File: src/rtl/nes_cpu_pkg.sv
// Shared types and helpers for the NES CPU front end.
// Holds the assembler state enum, the fetch buffer entry and the opcode length table.
package nes_cpu_pkg;

    localparam int MEM_ADDR_SIZE = 16;

    typedef enum logic [1:0] {
        ASM_OPC,
        ASM_OP1,
        ASM_OP2,
        ASM_EMIT
    } asm_state_e;

    typedef struct packed {
        logic [7:0]               data;
        logic [MEM_ADDR_SIZE-1:0] addr;
    } fetch_entry_t;

    // Instruction length in bytes for official 6502 opcodes; illegal ones are 1.
    function automatic logic [1:0] opcode_len(input logic [7:0] op);
        logic [3:0] hi;
        logic [3:0] lo;
        hi = op[7:4];
        lo = op[3:0];
        opcode_len = 2'd1;
        case (lo)
            4'h0: begin
                if (hi[0])
                    opcode_len = 2'd2;
                else if (hi == 4'h2)
                    opcode_len = 2'd3;
                else if (hi >= 4'hA)
                    opcode_len = 2'd2;
            end
            4'h1, 4'h5, 4'h6: opcode_len = 2'd2;
            4'h2: if (op == 8'hA2) opcode_len = 2'd2;
            4'h4: begin
                if (op == 8'h24 || op == 8'h84 || op == 8'hA4 ||
                    op == 8'hC4 || op == 8'hE4 || op == 8'h94 ||
                    op == 8'hB4)
                    opcode_len = 2'd2;
            end
            4'h9: begin
                if (hi[0])
                    opcode_len = 2'd3;
                else if (op != 8'h89)
                    opcode_len = 2'd2;
            end
            4'hC: begin
                if (op == 8'h2C || op == 8'h4C || op == 8'h6C ||
                    op == 8'h8C || op == 8'hAC || op == 8'hCC ||
                    op == 8'hEC || op == 8'hBC)
                    opcode_len = 2'd3;
            end
            4'hD: opcode_len = 2'd3;
            4'hE: if (op != 8'h9E) opcode_len = 2'd3;
            default: opcode_len = 2'd1;
        endcase
    endfunction

endpackage

File: src/rtl/fetch_fifo.sv
// Byte+address buffer between instruction memory and the assembler.
// Synchronous push/pop with flush; the caller never pushes when full.
module fetch_fifo
    import nes_cpu_pkg::*;
#(
    parameter int DEPTH = 4
) (
    input  logic                     clk_i,
    input  logic                     rstn_i,
    input  logic                     push_i,
    input  fetch_entry_t             push_data_i,
    input  logic                     pop_i,
    input  logic                     flush_i,
    output fetch_entry_t             head_o,
    output logic                     empty_o,
    output logic [$clog2(DEPTH):0]   count_o
);

    localparam int PW = $clog2(DEPTH);
    localparam int CW = PW + 1;
    localparam logic [PW-1:0] PTR_ONE = PW'(1);
    localparam logic [CW-1:0] CNT_ONE = CW'(1);

    fetch_entry_t  r_mem [DEPTH];
    logic [PW-1:0] r_wr;
    logic [PW-1:0] r_rd;
    logic [CW-1:0] r_count;

    assign head_o  = r_mem[r_rd];
    assign empty_o = (r_count == '0);
    assign count_o = r_count;

    // Pointer and occupancy bookkeeping; flush discards everything.
    always_ff @(posedge clk_i or negedge rstn_i) begin
        if (!rstn_i) begin
            r_wr    <= '0;
            r_rd    <= '0;
            r_count <= '0;
        end else if (flush_i) begin
            r_wr    <= '0;
            r_rd    <= '0;
            r_count <= '0;
        end else begin
            if (push_i)
                r_wr <= r_wr + PTR_ONE;
            if (pop_i)
                r_rd <= r_rd + PTR_ONE;
            unique case ({push_i, pop_i})
                2'b10:   r_count <= r_count + CNT_ONE;
                2'b01:   r_count <= r_count - CNT_ONE;
                default: r_count <= r_count;
            endcase
        end
    end

    // Entry storage written at the tail.
    always_ff @(posedge clk_i or negedge rstn_i) begin
        if (!rstn_i) begin
            for (int i = 0; i < DEPTH; i++)
                r_mem[i] <= '0;
        end else if (push_i && !flush_i) begin
            r_mem[r_wr] <= push_data_i;
        end
    end

endmodule

File: src/rtl/fetch_unit.sv
// 6502 instruction fetch: byte reads at the PC, buffering, 1-3 byte assembly.
// Optional NES_FETCH_PERF_EN adds accepted-instruction and stall counters.
module fetch_unit
    import nes_cpu_pkg::*;
#(
    parameter int FIFO_DEPTH = 4,
    parameter int ADDR_W     = MEM_ADDR_SIZE
) (
    input  logic              clk_i,
    input  logic              rstn_i,
    input  logic [ADDR_W-1:0] pc_i,
    output logic              taken_branch_o,
    output logic [ADDR_W-1:0] new_pc_o,
    output logic              mem_req_o,
    output logic [ADDR_W-1:0] mem_addr_o,
    input  logic [7:0]        mem_rdata_i,
    input  logic              redirect_i,
    input  logic [ADDR_W-1:0] redirect_pc_i,
    output logic              instr_valid_o,
    input  logic              instr_ready_i,
    output logic [7:0]        instr_opcode_o,
    output logic [15:0]       instr_operand_o,
    output logic [1:0]        instr_len_o,
    output logic [ADDR_W-1:0] instr_pc_o
`ifdef NES_FETCH_PERF_EN
    ,
    output logic [31:0]       perf_instr_o,
    output logic [31:0]       perf_stall_o
`endif
);

    localparam int CW = $clog2(FIFO_DEPTH) + 1;
    localparam logic [CW:0] DEPTH_C = (CW + 1)'(FIFO_DEPTH);

    logic              r_inflight;
    logic [ADDR_W-1:0] r_req_addr;
    asm_state_e        r_state;
    asm_state_e        w_next;
    logic [7:0]        r_opcode;
    logic [15:0]       r_operand;
    logic [1:0]        r_len;
    logic [ADDR_W-1:0] r_pc;

    logic [CW-1:0]     w_count;
    logic [CW:0]       w_used;
    logic              w_credit;
    logic              w_empty;
    logic              w_push;
    logic              w_pop;
    fetch_entry_t      w_push_entry;
    fetch_entry_t      w_head;

    assign w_used     = {1'b0, w_count} + {{CW{1'b0}}, r_inflight};
    assign w_credit   = (w_used < DEPTH_C);
    assign mem_addr_o = pc_i;

    // Issue: redirect beats a new read; without credit the PC is held.
    always_comb begin
        mem_req_o      = 1'b0;
        taken_branch_o = 1'b0;
        new_pc_o       = '0;
        if (rstn_i) begin
            if (redirect_i) begin
                taken_branch_o = 1'b1;
                new_pc_o       = redirect_pc_i;
            end else if (w_credit) begin
                mem_req_o = 1'b1;
            end else begin
                taken_branch_o = 1'b1;
                new_pc_o       = pc_i;
            end
        end
    end

    // Track the single outstanding read and its address.
    always_ff @(posedge clk_i or negedge rstn_i) begin
        if (!rstn_i) begin
            r_inflight <= 1'b0;
            r_req_addr <= '0;
        end else begin
            r_inflight <= mem_req_o;
            if (mem_req_o)
                r_req_addr <= pc_i;
        end
    end

    assign w_push            = r_inflight && !redirect_i;
    assign w_push_entry.data = mem_rdata_i;
    assign w_push_entry.addr = r_req_addr;
    assign w_pop = !redirect_i && !w_empty && (r_state != ASM_EMIT);

    fetch_fifo #(
        .DEPTH       (FIFO_DEPTH)
    ) u_fifo (
        .clk_i       (clk_i),
        .rstn_i      (rstn_i),
        .push_i      (w_push),
        .push_data_i (w_push_entry),
        .pop_i       (w_pop),
        .flush_i     (redirect_i),
        .head_o      (w_head),
        .empty_o     (w_empty),
        .count_o     (w_count)
    );

    // Assembler state register.
    always_ff @(posedge clk_i or negedge rstn_i) begin
        if (!rstn_i)
            r_state <= ASM_OPC;
        else
            r_state <= w_next;
    end

    // Assembler next state and valid; redirect always returns to ASM_OPC.
    always_comb begin
        w_next        = r_state;
        instr_valid_o = (r_state == ASM_EMIT);
        unique case (r_state)
            ASM_OPC:
                if (w_pop)
                    w_next = (opcode_len(w_head.data) == 2'd1) ? ASM_EMIT : ASM_OP1;
            ASM_OP1:
                if (w_pop)
                    w_next = (r_len == 2'd2) ? ASM_EMIT : ASM_OP2;
            ASM_OP2:
                if (w_pop)
                    w_next = ASM_EMIT;
            ASM_EMIT:
                if (instr_ready_i)
                    w_next = ASM_OPC;
            default:
                w_next = ASM_OPC;
        endcase
        if (redirect_i)
            w_next = ASM_OPC;
    end

    // Latch opcode fields and operand bytes as they are popped.
    always_ff @(posedge clk_i or negedge rstn_i) begin
        if (!rstn_i) begin
            r_opcode  <= '0;
            r_operand <= '0;
            r_len     <= '0;
            r_pc      <= '0;
        end else if (w_pop) begin
            unique case (r_state)
                ASM_OPC: begin
                    r_opcode  <= w_head.data;
                    r_pc      <= w_head.addr;
                    r_len     <= opcode_len(w_head.data);
                    r_operand <= '0;
                end
                ASM_OP1: r_operand[7:0]  <= w_head.data;
                ASM_OP2: r_operand[15:8] <= w_head.data;
                default: r_operand <= r_operand;
            endcase
        end
    end

    assign instr_opcode_o  = r_opcode;
    assign instr_operand_o = r_operand;
    assign instr_len_o     = r_len;
    assign instr_pc_o      = r_pc;

`ifdef NES_FETCH_PERF_EN
    logic w_accept;
    logic w_stall;

    assign w_accept = instr_valid_o && instr_ready_i && !redirect_i;
    assign w_stall  = rstn_i && !redirect_i && !w_credit;

    // Saturating counters of delivered instructions and stalled cycles.
    always_ff @(posedge clk_i or negedge rstn_i) begin
        if (!rstn_i) begin
            perf_instr_o <= '0;
            perf_stall_o <= '0;
        end else begin
            if (w_accept && perf_instr_o != 32'hFFFF_FFFF)
                perf_instr_o <= perf_instr_o + 32'd1;
            if (w_stall && perf_stall_o != 32'hFFFF_FFFF)
                perf_stall_o <= perf_stall_o + 32'd1;
        end
    end
`else
`endif

endmodule

File: config.mk
export PLATFORM = sky130hd
export DESIGN_NAME = fetch_unit
export DESIGN_NICKNAME = d
export VERILOG_FILES = /design/src/rtl/nes_cpu_pkg.sv /design/src/rtl/fetch_fifo.sv /design/src/rtl/fetch_unit.sv
export SDC_FILE = /design/constraint.sdc
export NUM_CORES = 1
export LEC_CHECK = 0
export ABC_AREA = 0
export ABC_CLOCK_PERIOD_IN_PS = 6900
export BUFFER_PORTS_ARGS = -buffer_cell sky130_fd_sc_hd__buf_2
export CAP_MARGIN = 25
export CORE_MARGIN = 2
export CORE_UTILIZATION = 60
export DETAILED_ROUTE_END_ITERATION = 6
export GPL_TIMING_DRIVEN = 0
export PLACE_DENSITY = 0.84
export SLEW_MARGIN = 25
export SYNTH_ARGS = -nofsm -noshare
export SYNTH_HDL_FRONTEND = slang
export SYNTH_SLANG_ARGS = --single-unit
File: constraint.sdc
create_clock -name clk_i -period 6.9 [get_ports clk_i]
set_input_delay 1.035 -clock clk_i [delete_from_list [all_inputs] [get_ports clk_i]]
set_output_delay 1.035 -clock clk_i [all_outputs]
set_load 0.005 [all_outputs]
==> Word level (Yosys, flattened, before mapping) <==
Index checks and enable logic that the tools add are counted.
W data, S select, Z words.
{ "op_classes": {"mux": 43, "eq_ne": 40, "bitwise": 2, "n_lt_le_gt_ge": 5, "n_reduce_logical": 33, "n_addsub": 5} }
{ "ops": {"columns": ["operator", "n"], "rows": [
  ["$bwmux W96", 1],
  ["$eq A8 B8 Y1 const B", 12],
  ["$mux W24", 3],
  ["$bmux W24 S2", 1],
  ["$demux W24 S2", 1],
  ["$mux W16", 3],
  ["$mux W2", 21],
  ["$pmux W8 S2", 2],
  ["$eq A4 B4 Y1 const B", 4],
  ["$eq A8 B6 Y1 const B", 2],
  ["$eq A8 B7 Y1 const B", 2],
  ["$ne A8 B8 Y1 const B", 2],
  ["$pmux W2 S8", 1],
  ["$logic_or A1 B1 Y1", 13],
  ["$eq A4 B3 Y1 const B", 3],
  ["$ne A3 B2 Y1 const B", 4],
  ["$eq A2 B2 Y1 const B", 4],
  ["$eq A4 B2 Y1 const B", 2],
  ["$pmux W2 S4", 1],
  ["$reduce_bool A2 Y1", 4],
  ["$mux W1", 7],
  ["$eq A2 B1 Y1 const B", 3],
  ["$ge A3 B3 Y1 const B", 2],
  ["$not A2 Y3", 2],
  ["20 further kinds", 28]
]} }
{ "totals": {"out_inout_bits": 77, "ff_bits": 164, "elab_cells": 147} }

==> Longest topological paths before layout <==
{ "depth": {"depth_word": 21, "mapped_depth": 8, "ltp_nobuf": 8} }

==> Modules after synthesis <==
Synthesis repeated with hierarchy kept, for this count alone.
{ "hier_totals": {"cells_unflattened": 516, "hier_area_um2": 7878.8} }
{ "by_module_without_submodules": {"columns": ["mod", "area_per_inst_um2", "cells_per_inst", "instances"], "rows": [
  ["fetch_fifo", 4918.5, 273, 1],
  ["fetch_unit", 2960.3, 243, 1]
]} }

==> Worst setup path after synthesis <==
Ideal clock, no wire load.
{ "synth_path": {"path_type": "input -> output", "from": "in redirect_i", "to": "out new_pc_o[10]", "path_buffers": 3, "arrival_time_ns": 2.222, "required_time_ns": 5.865, "cell_stages": 6, "setup_slack_ns": 3.643, "path_cell_list": "clkbuf_1 -> a311oi_1 -> nand2b_1 -> clkbuf_1 -> clkbuf_1 -> nor2_1"} }
{ "synth_via": {"elab_chain_len": 2} }
{ "synth_lines": {"columns": ["element", "line_no", "source"], "rows": [
  ["start: declaration", "fetch_unit.sv:17", "input logic redirect_i,"],
  ["$mux W16", "fetch_unit.sv:63", "if (redirect_i) begin"],
  ["$mux W16", "fetch_unit.sv:62", "if (rstn_i) begin"],
  ["end: declaration", "fetch_unit.sv:13", "output logic [ADDR_W-1:0] new_pc_o,"]
]} }
Every way passes these cells.

==> Worst setup path in the final report <==
{ "layout_path": {"from": "in redirect_i", "to": "out new_pc_o[11]"} }
Same word-level chain as after synthesis.

==> impl_metrics.toml <==
[global_route]
overflow = 0
grt_pass1_vias = 5080
grt_usage_pct = 25.4
grt_pass1_wl_um = 25800
grt_max_degree = 62
antenna_found_initial = 0

[clock_tree]
clk_latency_ns = 0.44
numCtsBuffers = 17
cts_buffer_depth = 2
post_cts_buffers = 0
cts_hold_buf = 0
cts_resized = 0
cts_root_buf = "clkbuf_16"
clk_pin_slew_ns = 0.06
cts_tree = "done"
cts.sinks = 164
htreeDepth = 4

[routing]
drc = 0
drtIter0Drc = 350
viasPerCell = 5.72
drtAntennaViolNets = 0
drt-pass1-iter-count = 5
wl_um = 16000
routedWlPerCell_um = 19.0
num_vias = 4801

[critical_path]
r2r_slack_ns = 4.22
cp_num_buf_inv = 5
cp_top_family = "buffers and inverters"
cpMaxStageDelayCell = "a311oi_1"
timing.rr.end = "u_fifo.count_o[2]"
critPathMaxStageDelay_ns = 0.61
path_cells = "buf_2 > clkbuf_1 > a311oi_1 > nand2b_1 > clkbuf_1 > clkbuf_1 > nor2_1 > buf_2"
timing.rr.start = "u_fifo.count_o[0]"
end_kind = "primary output"
crit_top_cell = "clkbuf_1"
ff2ff_path_depth = 8
path_max_fanout = 10
arrival_ns = 3.27
start_kind = "primary input"
critPathKind = "in2out"
worstPathRequired_ns = 5.86

[synth]
synth_nets = 571
synth-edff-count = 0
synthCells = 518
ys_ff_latch = 164
synth_async_sr_flop_share_pct = 100
yosysWarnings = 0
synth_area_per_cell_um2 = 14.4
synth.distinct_cells = 47
ys.flop_type = "dfrtp_1"
yosysSeqAreaShare_pct = 55.0
syn_area_um2 = 7460

[placed_design]
post-dp-hpwl_um = 11000
dpl-instance-area_um2 = 8340
place_congestion = 0.776
io_buffers = 120

[timing]
slew_headroom_pct = 43.8
timing.final.crit_period_ns = 4.30
drv_slew = 0
setup_viol = 0
worstMarginPinSlew_ns = 0.843
max_clock_freq_mhz = 232
rsz0062_at_grt = "false"
whs_ns = 0.493
finalCritPeriodShare_pct = 62.3
setup_tns_ns = 0
fin_skew_ns = 0.0133
hold_violations = 0

[power]
p_leak_nw = 4.41
ir_worst_vdd_mv = 0.232
p_per_area_nw_per_um2 = 421

[cells_and_area]
final_nets = 712
fin_area_um2 = 8960
drive_gt1_share_pct = 50.3
fill_cells = 740
area_growth_pct = 20.1
regArea_um2 = 4100
antennaDiodeCount = 0
multiInputGateArea_um2 = 3070

[floorplanning]
die_area_um2 = 13300
rows = 40
initial_utilization_pct = 61.9
ios = 121
fp.dieW_um = 116
die_height_um = 116
placeableCoreArea_um2 = 12100

[hold_path]
whs_endpoint = "instr_operand_o[5]"
holdPathStages = 1
hp-class = "reg2reg"
holdCritStartpoint = "instr_operand_o[5]"

[job]
cap_violations = 0

[outcome]
outcome = "finished clean"
## routing by layer
layer	routed length, um	share of wire (%)	track usage [%]
met2	8140	51	41.1
met4	313	2.0	10.4
met3	813	5.1	6.49
met5	0	0	0
met1	6690	42	33.2
## area by class of cell
cell class / count / area share, %
well taps: 168 / 2.35
multi-input cells: 298 / 34.3
flip-flops and latches: 164 / 45.8
clock inverters: 10 / 1.72
clock buffers: 22 / 5.18
inverters: 12 / 0.503
plain buffers: 44 / 2.75
repair buffers: 122 / 7.43
## how the worst max path moves through the flow
stage / from / to / slack [ns] / cells past startpoint
global route: redirect_i / new_pc_o[8] / 2.41 / 8
finish: redirect_i / new_pc_o[11] / 2.60 / 8
detailed placement: redirect_i / new_pc_o[11] / 2.66 / 8
global placement: rstn_i / mem_req_o / 0.50 / 5
CTS: redirect_i / new_pc_o[11] / 2.63 / 8
floorplan: redirect_i / new_pc_o[10] / 3.64 / 6
## flip-flops by register name, indices dropped and copies added, names as in the netlist, 3 cells and up
register / cells
r_req_addr: 16
instr_pc_o: 16
instr_operand_o: 16
u_fifo.count_o: 3
u_fifo.r_mem: 96
instr_opcode_o: 8
## cells in the final DEF, fill, tap and decap left out, types with 8 or more instances in the layout
| cell type | instances |
|---|---|
| dfrtp_1 | 164 |
| mux2i_1 | 18 |
| mux2_2 | 136 |
| nor2_1 | 27 |
| mux4_2 | 23 |
| inv_1 | 12 |
| a22o_1 | 16 |
| buf_2 | 124 |
| ha_1 | 8 |
| clkbuf_16 | 17 |
| clkbuf_1 | 17 |
| nand2_1 | 8 |
| buf_4 | 16 |
## kinds of logic after synthesis
kind of cell | after synthesis | synth area share [%]
fa+ha+maj | 9 | 1.61
buf+inv | 56 | 3.91
flops | 164 | 55.0
mux | 178 | 30.2
compound gates | 43 | 4.48
simple gates | 62 | 4.06
xor+xnor | 6 | 0.704
## Yosys cell counts (all sizes together), types with 2 or more instances
master / number / area [um2]
a21oi: 3 / 15.0
a22o: 16 / 140
a311oi: 2 / 17.5
and2: 3 / 18.8
buf: 30 / 194
clkbuf: 14 / 52.6
dfrtp: 164 / 4100
ha: 8 / 100
inv: 12 / 45.0
mux2: 136 / 1530
mux2i: 18 / 180
mux4: 24 / 544
nand2: 8 / 30.0
nand2b: 4 / 25.0
nand3: 3 / 15.0
nor2: 28 / 105
nor2b: 4 / 25.0
nor3: 3 / 15.0
o21ai: 9 / 45.0
o311ai: 2 / 17.5
or3: 2 / 12.5
xnor2: 4 / 35.0
xor2: 2 / 17.5
## where the power goes
part	leakage, nW	internal, mW	total [mW]	switching (mW)
clock network	0.308	0.622	0.993	0.372
logic	1.98	0.681	1.27	0.592
registers	2.12	1.29	1.50	0.209
## per-stage QoR
step	utilization, %	cells	worst slack [ns]	total power, mW
final	74.3	840	2.60	3.77
after global routing	74.3	840	2.41	3.97
after CTS	74.3	840	2.63	3.78
after detailed placement	69.1	808	2.66	2.78
after global placement	68.6	806	0.497	2.68
after floorplan	-	518	3.64	2.35
No activity file was read; power rests on OpenSTA's default activity.
